$ cat src/rtl/multi_debouncer.sv
// Multi-channel button debouncer: sync, tick-sampled stability count, press/release pulses, optional DEB_REPEAT_EN auto-repeat.
// Latency: level/pulses follow a stable input change within 2 + STABLE*2^DIV_W sysclk cycles.
// Backpressure: none; inputs are free-running levels and outputs are one-cycle pulses.
module multi_debouncer #(
    parameter int CHANNELS     = 4,
    parameter int DIV_W        = 21,
    parameter int STABLE       = 3,
    parameter int REPEAT_DELAY = 32,
    parameter int REPEAT_RATE  = 8
) (
    input  logic                sysclk,
    input  logic                rst,
    input  logic [CHANNELS-1:0] btn,
    output logic [CHANNELS-1:0] level,
    output logic [CHANNELS-1:0] press,
    output logic [CHANNELS-1:0] released,
    output logic                tick
);

    // One width covers both the change and repeat counters at their largest terminal count.
    localparam int CNT_MAX_SR = (STABLE > REPEAT_RATE) ? STABLE : REPEAT_RATE;
    localparam int CNT_MAX    = (CNT_MAX_SR > REPEAT_DELAY) ? CNT_MAX_SR : REPEAT_DELAY;
    localparam int CNT_W      = $clog2(CNT_MAX + 1);

    localparam logic [CNT_W-1:0] CNT_ONE  = CNT_W'(1);
    localparam logic [CNT_W-1:0] STABLE_C = CNT_W'(STABLE);
    localparam logic [DIV_W-1:0] DIV_ONE  = DIV_W'(1);

    logic [CHANNELS-1:0] sync1;
    logic [CHANNELS-1:0] sync2;
    logic [DIV_W-1:0]    div_cnt;
    logic [CNT_W-1:0]    chg_cnt [CHANNELS];
    logic                tick_now;
    logic [CHANNELS-1:0] accept;
    logic [CHANNELS-1:0] rep_fire;

    assign tick_now = &div_cnt;
    assign tick     = tick_now;

    always_comb begin
        accept = '0;
        for (int i = 0; i < CHANNELS; i++) begin
            accept[i] = tick_now && (sync2[i] != level[i]) &&
                        ((chg_cnt[i] + CNT_ONE) == STABLE_C);
        end
    end

    always_ff @(posedge sysclk) begin
        if (rst) begin
            sync1    <= '0;
            sync2    <= '0;
            div_cnt  <= '0;
            level    <= '0;
            press    <= '0;
            released <= '0;
            for (int i = 0; i < CHANNELS; i++) begin
                chg_cnt[i] <= '0;
            end
        end else begin
            sync1   <= btn;
            sync2   <= sync1;
            div_cnt <= div_cnt + DIV_ONE;
            for (int i = 0; i < CHANNELS; i++) begin
                if (tick_now) begin
                    // A matching sample, or an accepted change, restarts the stability run.
                    if ((sync2[i] == level[i]) || accept[i]) begin
                        chg_cnt[i] <= '0;
                    end else begin
                        chg_cnt[i] <= chg_cnt[i] + CNT_ONE;
                    end
                end
            end
            level    <= level ^ accept;
            press    <= (accept & ~level) | rep_fire;
            released <= accept & level;
        end
    end

`ifdef DEB_REPEAT_EN
    localparam logic [CNT_W-1:0] DELAY_C = CNT_W'(REPEAT_DELAY);
    localparam logic [CNT_W-1:0] RATE_C  = CNT_W'(REPEAT_RATE);

    logic [CNT_W-1:0]    rep_cnt [CHANNELS];
    logic [CHANNELS-1:0] rep_phase;

    // rep_phase clear: waiting out the initial delay; set: free-running at the repeat rate.
    always_comb begin
        rep_fire = '0;
        for (int i = 0; i < CHANNELS; i++) begin
            rep_fire[i] = tick_now && level[i] && !accept[i] &&
                          ((rep_cnt[i] + CNT_ONE) == (rep_phase[i] ? RATE_C : DELAY_C));
        end
    end

    always_ff @(posedge sysclk) begin
        if (rst) begin
            rep_phase <= '0;
            for (int i = 0; i < CHANNELS; i++) begin
                rep_cnt[i] <= '0;
            end
        end else begin
            for (int i = 0; i < CHANNELS; i++) begin
                if (!level[i] || accept[i]) begin
                    rep_cnt[i]   <= '0;
                    rep_phase[i] <= 1'b0;
                end else if (tick_now) begin
                    if (rep_fire[i]) begin
                        rep_cnt[i]   <= '0;
                        rep_phase[i] <= 1'b1;
                    end else begin
                        rep_cnt[i] <= rep_cnt[i] + CNT_ONE;
                    end
                end
            end
        end
    end
`else
    assign rep_fire = '0;
`endif

endmodule

$ cat config.mk
export PLATFORM = sky130hd
export DESIGN_NAME = multi_debouncer
export DESIGN_NICKNAME = d
export VERILOG_FILES = /design/src/rtl/multi_debouncer.sv
export SDC_FILE = /design/constraint.sdc
export NUM_CORES = 1
export LEC_CHECK = 0
export CAP_MARGIN = 15
export CORE_MARGIN = 3
export CORE_UTILIZATION = 27
export DETAILED_ROUTE_END_ITERATION = 16
export GPL_TIMING_DRIVEN = 0
export PLACE_DENSITY = 0.55
export SYNTH_ARGS = -nofsm -noshare
export SYNTH_HDL_FRONTEND = slang
export SYNTH_SLANG_ARGS = --single-unit
$ cat constraint.sdc
create_clock -name sysclk -period 6.58 [get_ports sysclk]
set_input_delay 0.987 -clock sysclk [delete_from_list [all_inputs] [get_ports sysclk]]
set_output_delay 0.987 -clock sysclk [all_outputs]
set_load 0.05 [all_outputs]
==> Yosys cells after proc, flatten, opt, wreduce, memory -nomap -nowiden <==
Memory sizes are Yosys's and may differ from the RTL's.
Cells that the tools add are included.
{ "classes": {"add_sub_neg": 5, "n_eq_ne": 12, "mux": 42, "bitwise_logic": 12, "n_reduce_logical": 13} }
{ "ops": {"columns": ["cell", "n"], "rows": [
  ["two-way mux 6 bit", 8],
  ["two-way mux 1 bit", 34],
  ["adder 6 x 1 -> 6 bit (second input constant)", 4],
  ["equality test 6 x 2 -> 1 bit (second input constant)", 4],
  ["adder 21 x 1 -> 21 bit (second input constant)", 1],
  ["AND reduction 21 bit", 1],
  ["AND 4 bit", 2],
  ["logical AND 1 bit", 8],
  ["bitwise OR 1 bit", 8],
  ["equality test 1 bit", 4],
  ["logical OR 1 bit", 4],
  ["inequality test 1 bit", 4],
  ["inverter 4 bit", 1],
  ["bitwise XOR 4 bit", 1]
]} }
{ "totals": {"ff_bits": 41, "ramBits": 24, "in_bits": 6, "out_inout_bits": 13, "word_cells": 91, "n_memories": 1} }
{ "memory_table": {"columns": ["name", "words", "word_bits", "read_ports", "rd_clocked_by_memory_dff", "wr", "line", "rtl"], "rows": [
  ["chg_cnt", 4, 6, 4, 0, 4, "32", "logic [CNT_W-1:0] chg_cnt [CHANNELS];"]
]} }

==> Logic depth before layout (Yosys ltp) <==
Gate-level depths: netlist of run 1.
An unclocked memory read counts as a cell.
{ "logic_depth": {"depth_word": 11, "mapped_depth": 8, "mapped_depth_nobuf": 8} }

==> Least setup slack after synthesis of run 1 <==
No wires, ideal clock.
{ "synth_path": {"path_type": "input-to-reg", "from": "input port rst", "to": "memory chg_cnt[0][0] (netlist name) (enable)", "setup_time_ns": 0.384, "t_arrival_ns": 2.183, "required_time_ns": 6.196, "setup_slack_ns": 4.013, "path_stages": 3, "n_path_buf": 2, "cell_sequence": "clkbuf_1 clkbuf_1 nand2b_1"} }
{ "synth_lines": {"columns": ["element", "line", "rtl"], "rows": [
  ["from (decl)", "12", "input logic rst,"],
  ["to (decl)", "32", null]
]} }

==> Worst setup path in the final report of run 1 <==
{ "layout_path": {"from": "register div_cnt[4]", "to": "output port tick"} }
{ "layout_between": {"elab_chain_cells": 1} }
{ "layout_rtl": {"columns": ["element", "line", "rtl"], "rows": [
  ["from (decl)", "31", "logic [DIV_W-1:0] div_cnt;"],
  ["from (signal assigned)", "62", "div_cnt <= div_cnt + DIV_ONE;"],
  ["AND reduction 21 bit", "37", "assign tick_now = &div_cnt;"],
  ["to (decl)", "17", "output logic tick"]
]} }
Every way passes these cells.

==> results of run 1 <==
[worst max-delay path: stages (launching register included)]
cell,delay (ns)
dfxtp_1,0.43
nand4_2,0.22
nor3_1,0.36
nand4_1,0.38
inv_1,0.14
clkdlybuf4s50_1,0.81
[path summary, 6_finish.rpt]
check | start | endpoint | slack [ns]
setup / recovery | div_cnt[4]$_SDFF_PP0_ | tick | 2.92
setup reg to reg | div_cnt[4]$_SDFF_PP0_ | chg_cnt[2][4]$_SDFFCE_PN0P_ | 4.01
hold / removal | sync1[2]$_SDFF_PP0_ | sync2[2]$_SDFF_PP0_ | 0.44
hold reg to reg | sync1[2]$_SDFF_PP0_ | sync2[2]$_SDFF_PP0_ | 0.44
[flip-flops by register name, indices dropped and copies added (netlist names)]
name and cells:
sync2 4, press 4, chg_cnt 24, level 4, sync1 4, div_cnt 21
released 4
[layout make-up]
type | instances | area, sq um | share of cell area
timing repair buffer | 18 | 185 | 0.0498
buffer | 12 | 46.3 | 0.0124
tap | 140 | 175 | 0.0471
sequential | 65 | 1540 | 0.414
inverter | 10 | 37.5 | 0.0101
clock buffer | 15 | 300 | 0.0807
clock inverter | 1 | 5.00 | 0.00134
multi-input combinational | 212 | 1430 | 0.384
[metal layers]
metal	global-route usage	up-vias
met4	0.0433	0
met2	0.153	35
met5	0	-
li1	-	1122
met3	0.0210	8
met1	0.121	1030
[layout by cell type (no fill, tap or decap), drive strengths merged, types with 2 or more instances in the layout]
cell | netlist | final
and4 | 3 | 3
or4b | 2 | 2
ha | 17 | 17
nand3 | 16 | 16
inv | 10 | 10
nor2 | 25 | 25
xor2 | 15 | 15
clkbuf | 11 | 26
xnor2 | 23 | 23
a31oi | 5 | 5
buf | 1 | 2
a21oi | 8 | 8
nor3 | 20 | 20
or3 | 8 | 8
nor2b | 18 | 18
a311oi | 2 | 2
dfxtp | 41 | 41
nor3b | 7 | 7
nand2 | 7 | 7
o21ai | 7 | 7
nor4 | 7 | 7
clkdlybuf4s50 | 0 | 17
nand4 | 10 | 10
edfxtp | 24 | 24
and3 | 5 | 5
[report_power, final]
part	switching, mW	internal (mW)
registers	0.0103	0.428
clock network	0.164	0.311
logic	0.0235	0.0198
total	0.197	0.759
[cell families after synthesis]
logic type               share of synthesized area
XOR/XNOR                                     0.109
adder cells (fa/ha/maj)                     0.0696
AO/OA/AOI/OAI                               0.0455
flip-flops                                   0.505
AND/OR/NAND/NOR                              0.240
buffers and inverters                       0.0274
multiplexers                               0.00369
[through the flow]
stage	instance area [sq um]	power [mW]	instances	utilization
floorplan	3060	0.478	299	-
global placement	3400	0.488	456	0.311
detailed placement	3400	0.490	456	0.311
CTS	3710	0.967	472	0.339
global route	3720	0.989	473	0.340
finish	3720	0.957	473	0.340
==> key figures, run 1 <==
Run status
  • Status: finished clean

Setup path
  • Worst setup EP type: primary output
  • Critical setup path kind: register to primary output
  • WP data arrival: ~2.7 ns
  • FF-to-FF path depth: 5
  • Crit start category: register
  • Critical Path RT: around 5.6 ns
  • Crit path max fanout: 7

Route
  • Drt first-iter violations: 57
  • DR WL met3: ~180 microns
  • Total Wirelength: ~5700 microns
  • 1st-pass router iterations: 4
  • WL met1: ~2800 microns
  • Met2 routed WL: about 2600 microns
  • Via density: 4.64
  • Max layer used: met4
  • Routed length per instance: roughly 12 microns
  • Final ANT Viol Nets: 0
  • Drt drc: 0
  • Via count: between 2000 and 2500

Clocking
  • Clock buffer depth: 2
  • Worst-path clk slew: roughly 0.05 ns
  • Skew-Pair Late Insertion Delay: 0.33 ns
  • Post-CTS setup buffers: 0
  • Resize count post-CTS: 0
  • CTS tree: built
  • CTS Buf Count: 9
  • Root Buffer: clkbuf_16
  • CTS Sinks: 65
  • Hold-fix buffers, CTS: 0
  • H-tree depth: 3

Timing
  • Final worst setup slack: roughly 2.9 ns
  • WHS: between 0.4 and 0.5 ns
  • Endpoints failing hold: 0
  • Worst Clk Skew: 0.00915 ns
  • Final setup fails: 0
  • Maximum clock rate: about 270 MHz
  • Post-route setup TNS: 0 ns
  • Minimum clock period: around 3.7 ns
  • Tcrit/Tclk final: 0.556
  • Worst Tran Pin Value: 0.661 ns
  • RSZ-0062 raised after global routing: no
  • Final Max Slew Viols: 0
  • Slew margin rel.: 0.560

GRT
  • Congestion Overflow GR: 0
  • Vias in the first global route: 2115
  • GRT Resource Usage Total: 0.0949
  • Initial antenna violation count: 0
  • First-pass GRT wire length: between 9000 and 10000 microns
  • Largest net degree at the start of global routing: 25

Floorplanning
  • Starting Density: 0.279
  • Core Region: about 11000 sq um
  • Die area: between 10000 and 15000 sq um
  • Die W: 112 microns
  • Num rows: 38
  • Die Span Y: roughly 110 microns
  • IO Count: 19

Synth
  • Post-synth top area share: 0.269
  • Seq cells post-synth: 65
  • Post-Syn Area: approximately 3100 sq um
  • Synthesized area per cell: about 10 sq um
  • Most frequent cell after synthesis: dfxtp_1
  • Dominant synthesized flop cell: dfxtp_1
  • Gate Count Post-Synth: 299
  • Sequential area share after synthesis: 0.505
  • Synth cell types: 33
  • Async set-reset flop share out of synthesis: 0
  • Syn. warnings: 0
  • Synth area leader: dfxtp_1
  • Area contributors post-synth: dfxtp_1, edfxtp_1, ha_1, xnor2_1, xor2_1
  • Number of synthesized flops with an enable pin: 24
  • Commonest cells in the netlist: dfxtp_1, nor2_1, edfxtp_1
  • Net Count, Synth: between 300 and 400

Min path
  • Hold depth: 1
  • Worst hold path type: register to register

Final layout
  • Layout cells sized above 1: 0.0541
  • Final nets: approximately 350
  • Ant diodes: 0
  • Area Growth Syn to Fin: 21.8%
  • Fill count: about 1100

Flow run
  • # Max-Cap Violations: 0

Placement
  • Hpwl dp: between 4000 and 5000 microns
  • DP Worst Slack: roughly 3.2 ns
  • Final Wtd Congestion: about 0.76
  • Port Buffer Count: 17

Power and ir drop
  • Power per cell area: 257 nW/um^2
  • Pleak: between 1 and 1.5 nW
  • VDD IR max: 143 uV
(Power assumes the default switching activity.)
==> run 2: changes to the inputs <==
--- a/config.mk
+++ b/config.mk
@@ -10,7 +10,7 @@
 export CORE_UTILIZATION = 27
 export DETAILED_ROUTE_END_ITERATION = 16
 export GPL_TIMING_DRIVEN = 0
-export PLACE_DENSITY = 0.55
+export PLACE_DENSITY = 0.56
 export SYNTH_ARGS = -nofsm -noshare
 export SYNTH_HDL_FRONTEND = slang
 export SYNTH_SLANG_ARGS = --single-unit
==> constraint.sdc (replaced) <==
create_clock -name sysclk -period 3.1 [get_ports sysclk]
set_input_delay 0.465 -clock sysclk [delete_from_list [all_inputs] [get_ports sysclk]]
set_output_delay 0.465 -clock sysclk [all_outputs]
set_load 0.05 [all_outputs]
==> run 2 against run 1 <==
Net effect:
- via count shrank 1.6%
- first-iteration DRC count increased by 40%
- routed wire length is 1.2% higher
- flip-flop and latch count did not move
- clock-buffer cell count fell by 2
- sequential share of layout area up 0.084 points
- combinational power increased by 110%
- cell count is the same
- critical endpoint unchanged
- largest power group unchanged
==> key figures, run 2 (synthesis gave the netlist of run 1 again) <==
Run status
  • Status: finished clean

Timing
  • Final Max Slew Viols: 0
  • RSZ-0062 raised after global routing: no
  • Final worst setup slack: around 0.21 ns
  • Tcrit/Tclk final: 0.932
  • Endpoints failing hold: 0
  • Post-route setup TNS: 0 ns
  • Slew margin rel.: 0.573
  • Worst Tran Pin Value: ~0.64 ns
  • Final setup fails: 0
  • Maximum clock rate: ~350 MHz
  • Worst Clk Skew: roughly 0.0064 ns
  • Minimum clock period: about 2.9 ns

GRT
  • Initial antenna violation count: 0
  • Congestion Overflow GR: 0
  • Vias in the first global route: just over 2000
  • Largest net degree at the start of global routing: 25
  • GRT Resource Usage Total: 0.0957
  • First-pass GRT wire length: 9580 microns

Route
  • Total Wirelength: between 5000 and 6000 microns
  • Drt first-iter violations: 80
  • Routed length per instance: about 12 microns
  • Final ANT Viol Nets: 0
  • Via density: 4.56
  • 1st-pass router iterations: 4
  • Via count: about 2200
  • Drt drc: 0

Power and ir drop
  • Pleak: ~1.3 nW
  • Power per cell area: approximately 540 nW/um^2
  • VDD IR max: between 300 and 400 uV

Setup path
  • CP Launch Point: div_cnt[4]$_SDFF_PP0_
  • Critical setup path kind: register to primary output
  • Critical Path RT: between 2 and 3 ns
  • Crit path to: tick
  • Reg-to-Reg End: chg_cnt[1][1]$_SDFFCE_PN0P_
  • Crit start category: register
  • Crit path max fanout: 7
  • Worst setup EP type: primary output
  • WP data arrival: 2.42 ns
  • RR Startpoint: div_cnt[4]$_SDFF_PP0_
  • Flop-to-flop setup slack: 0.51 ns
  • FF-to-FF path depth: 5

Clocking
  • Skew-Pair Late Insertion Delay: 0.32 ns
  • CTS Sinks: 65
  • Root Buffer: clkbuf_16
  • CTS Buf Count: 9
  • Hold-fix buffers, CTS: 0
  • Resize count post-CTS: 1
  • CTS tree: built
  • Worst-path clk slew: 0.05 ns
  • Post-CTS setup buffers: 0
  • Clock buffer depth: 2
  • H-tree depth: 3

Floorplanning
  • Starting Density: 0.279
  • Die Span Y: approximately 110 microns
  • Die area: about 13000 sq um
  • Num rows: 38
  • Core Region: between 10000 and 15000 sq um
  • IO Count: 19
  • Die W: between 100 and 150 microns

Final layout
  • Most common cell after layout, fill and taps aside: dfxtp_1
  • Most frequent cells in the layout: dfxtp_1, nor2_1, edfxtp_1
  • Area Growth Syn to Fin: 21.5%
  • Layout cells sized above 1: 0.0541
  • Multi-input logic area: 1430 sq um
  • Fill count: between 1000 and 1500
  • Ant diodes: 0
  • Final nets: approximately 350
  • Cell Count, Final, Fillers Out: between 400 and 500
  • Final core occ: 0.340
  • Non-Filler Cell Area, Final: between 3000 and 4000 sq um
  • Largest register FFs: 24
  • Top Registers: chg_cnt (24), div_cnt (21)
  • Register with the most flip-flops: chg_cnt
  • Sequential cell area: 1540 sq um

Min path
  • Hold depth: 1
  • Worst hold path type: register to register

Placement
  • Dpl cells: 456
  • Port Buffer Count: 17
  • Placement-stage cell area: 3400 sq um
  • Final Wtd Congestion: 0.740
  • Hpwl dp: between 4000 and 5000 microns
  • DP Worst Slack: around 0.21 ns

Flow run
  • # Max-Cap Violations: 0
==> run 2: layout make-up <==
class / instances / share of cell area
Buffer: 12 / 0.0125
Sequential cell: 65 / 0.415
Timing Repair Buffer: 18 / 0.0495
Tap cell: 140 / 0.0472
Clock buffer: 13 / 0.0701
Clock inverter: 3 / 0.0104
Inverter: 10 / 0.0101
Multi-Input combinational cell: 212 / 0.385
==> run 2: report_power, final <==
group	internal, mW	switching, mW
clock network	0.662	0.339
logic	0.0420	0.0501
registers	0.909	0.0215
==> run 2: per-layer routing <==
layer	part of all wire	global-route usage
met1	0.48	0.116
met2	0.47	0.157
met3	0.023	0.0280
met4	0.019	0.0433
met5	0	0
==> run 2: worst min path at each step <==
stage / from / endpoint / slack [ns]
floorplan: sync1[0]$_SDFF_PP0_ / sync2[0]$_SDFF_PP0_ / 0.41
global placement: sync1[0]$_SDFF_PP0_ / sync2[0]$_SDFF_PP0_ / 0.42
detailed placement: sync1[2]$_SDFF_PP0_ / sync2[2]$_SDFF_PP0_ / 0.43
CTS: sync1[2]$_SDFF_PP0_ / sync2[2]$_SDFF_PP0_ / 0.44
global route: sync1[2]$_SDFF_PP0_ / sync2[2]$_SDFF_PP0_ / 0.46
finish: sync1[0]$_SDFF_PP0_ / sync2[0]$_SDFF_PP0_ / 0.44
==> run 2: metrics by stage <==
stage	hold WS (ns)	power (mW)
6_report	0.440	2.02
3_5_place_dp	0.431	1.04
4_1_cts	0.443	2.05
2_1_floorplan	0.414	1.01
3_3_place_gp	0.419	1.04
5_1_grt	0.460	2.11
==> run 2: critical path: stages, from the launching register on <==
cell           delay (ns)
dfxtp_1              0.43
nand4_2              0.21
nor3_1               0.37
nand4_1              0.42
inv_1                0.13
dlygate4sd2_1        0.54
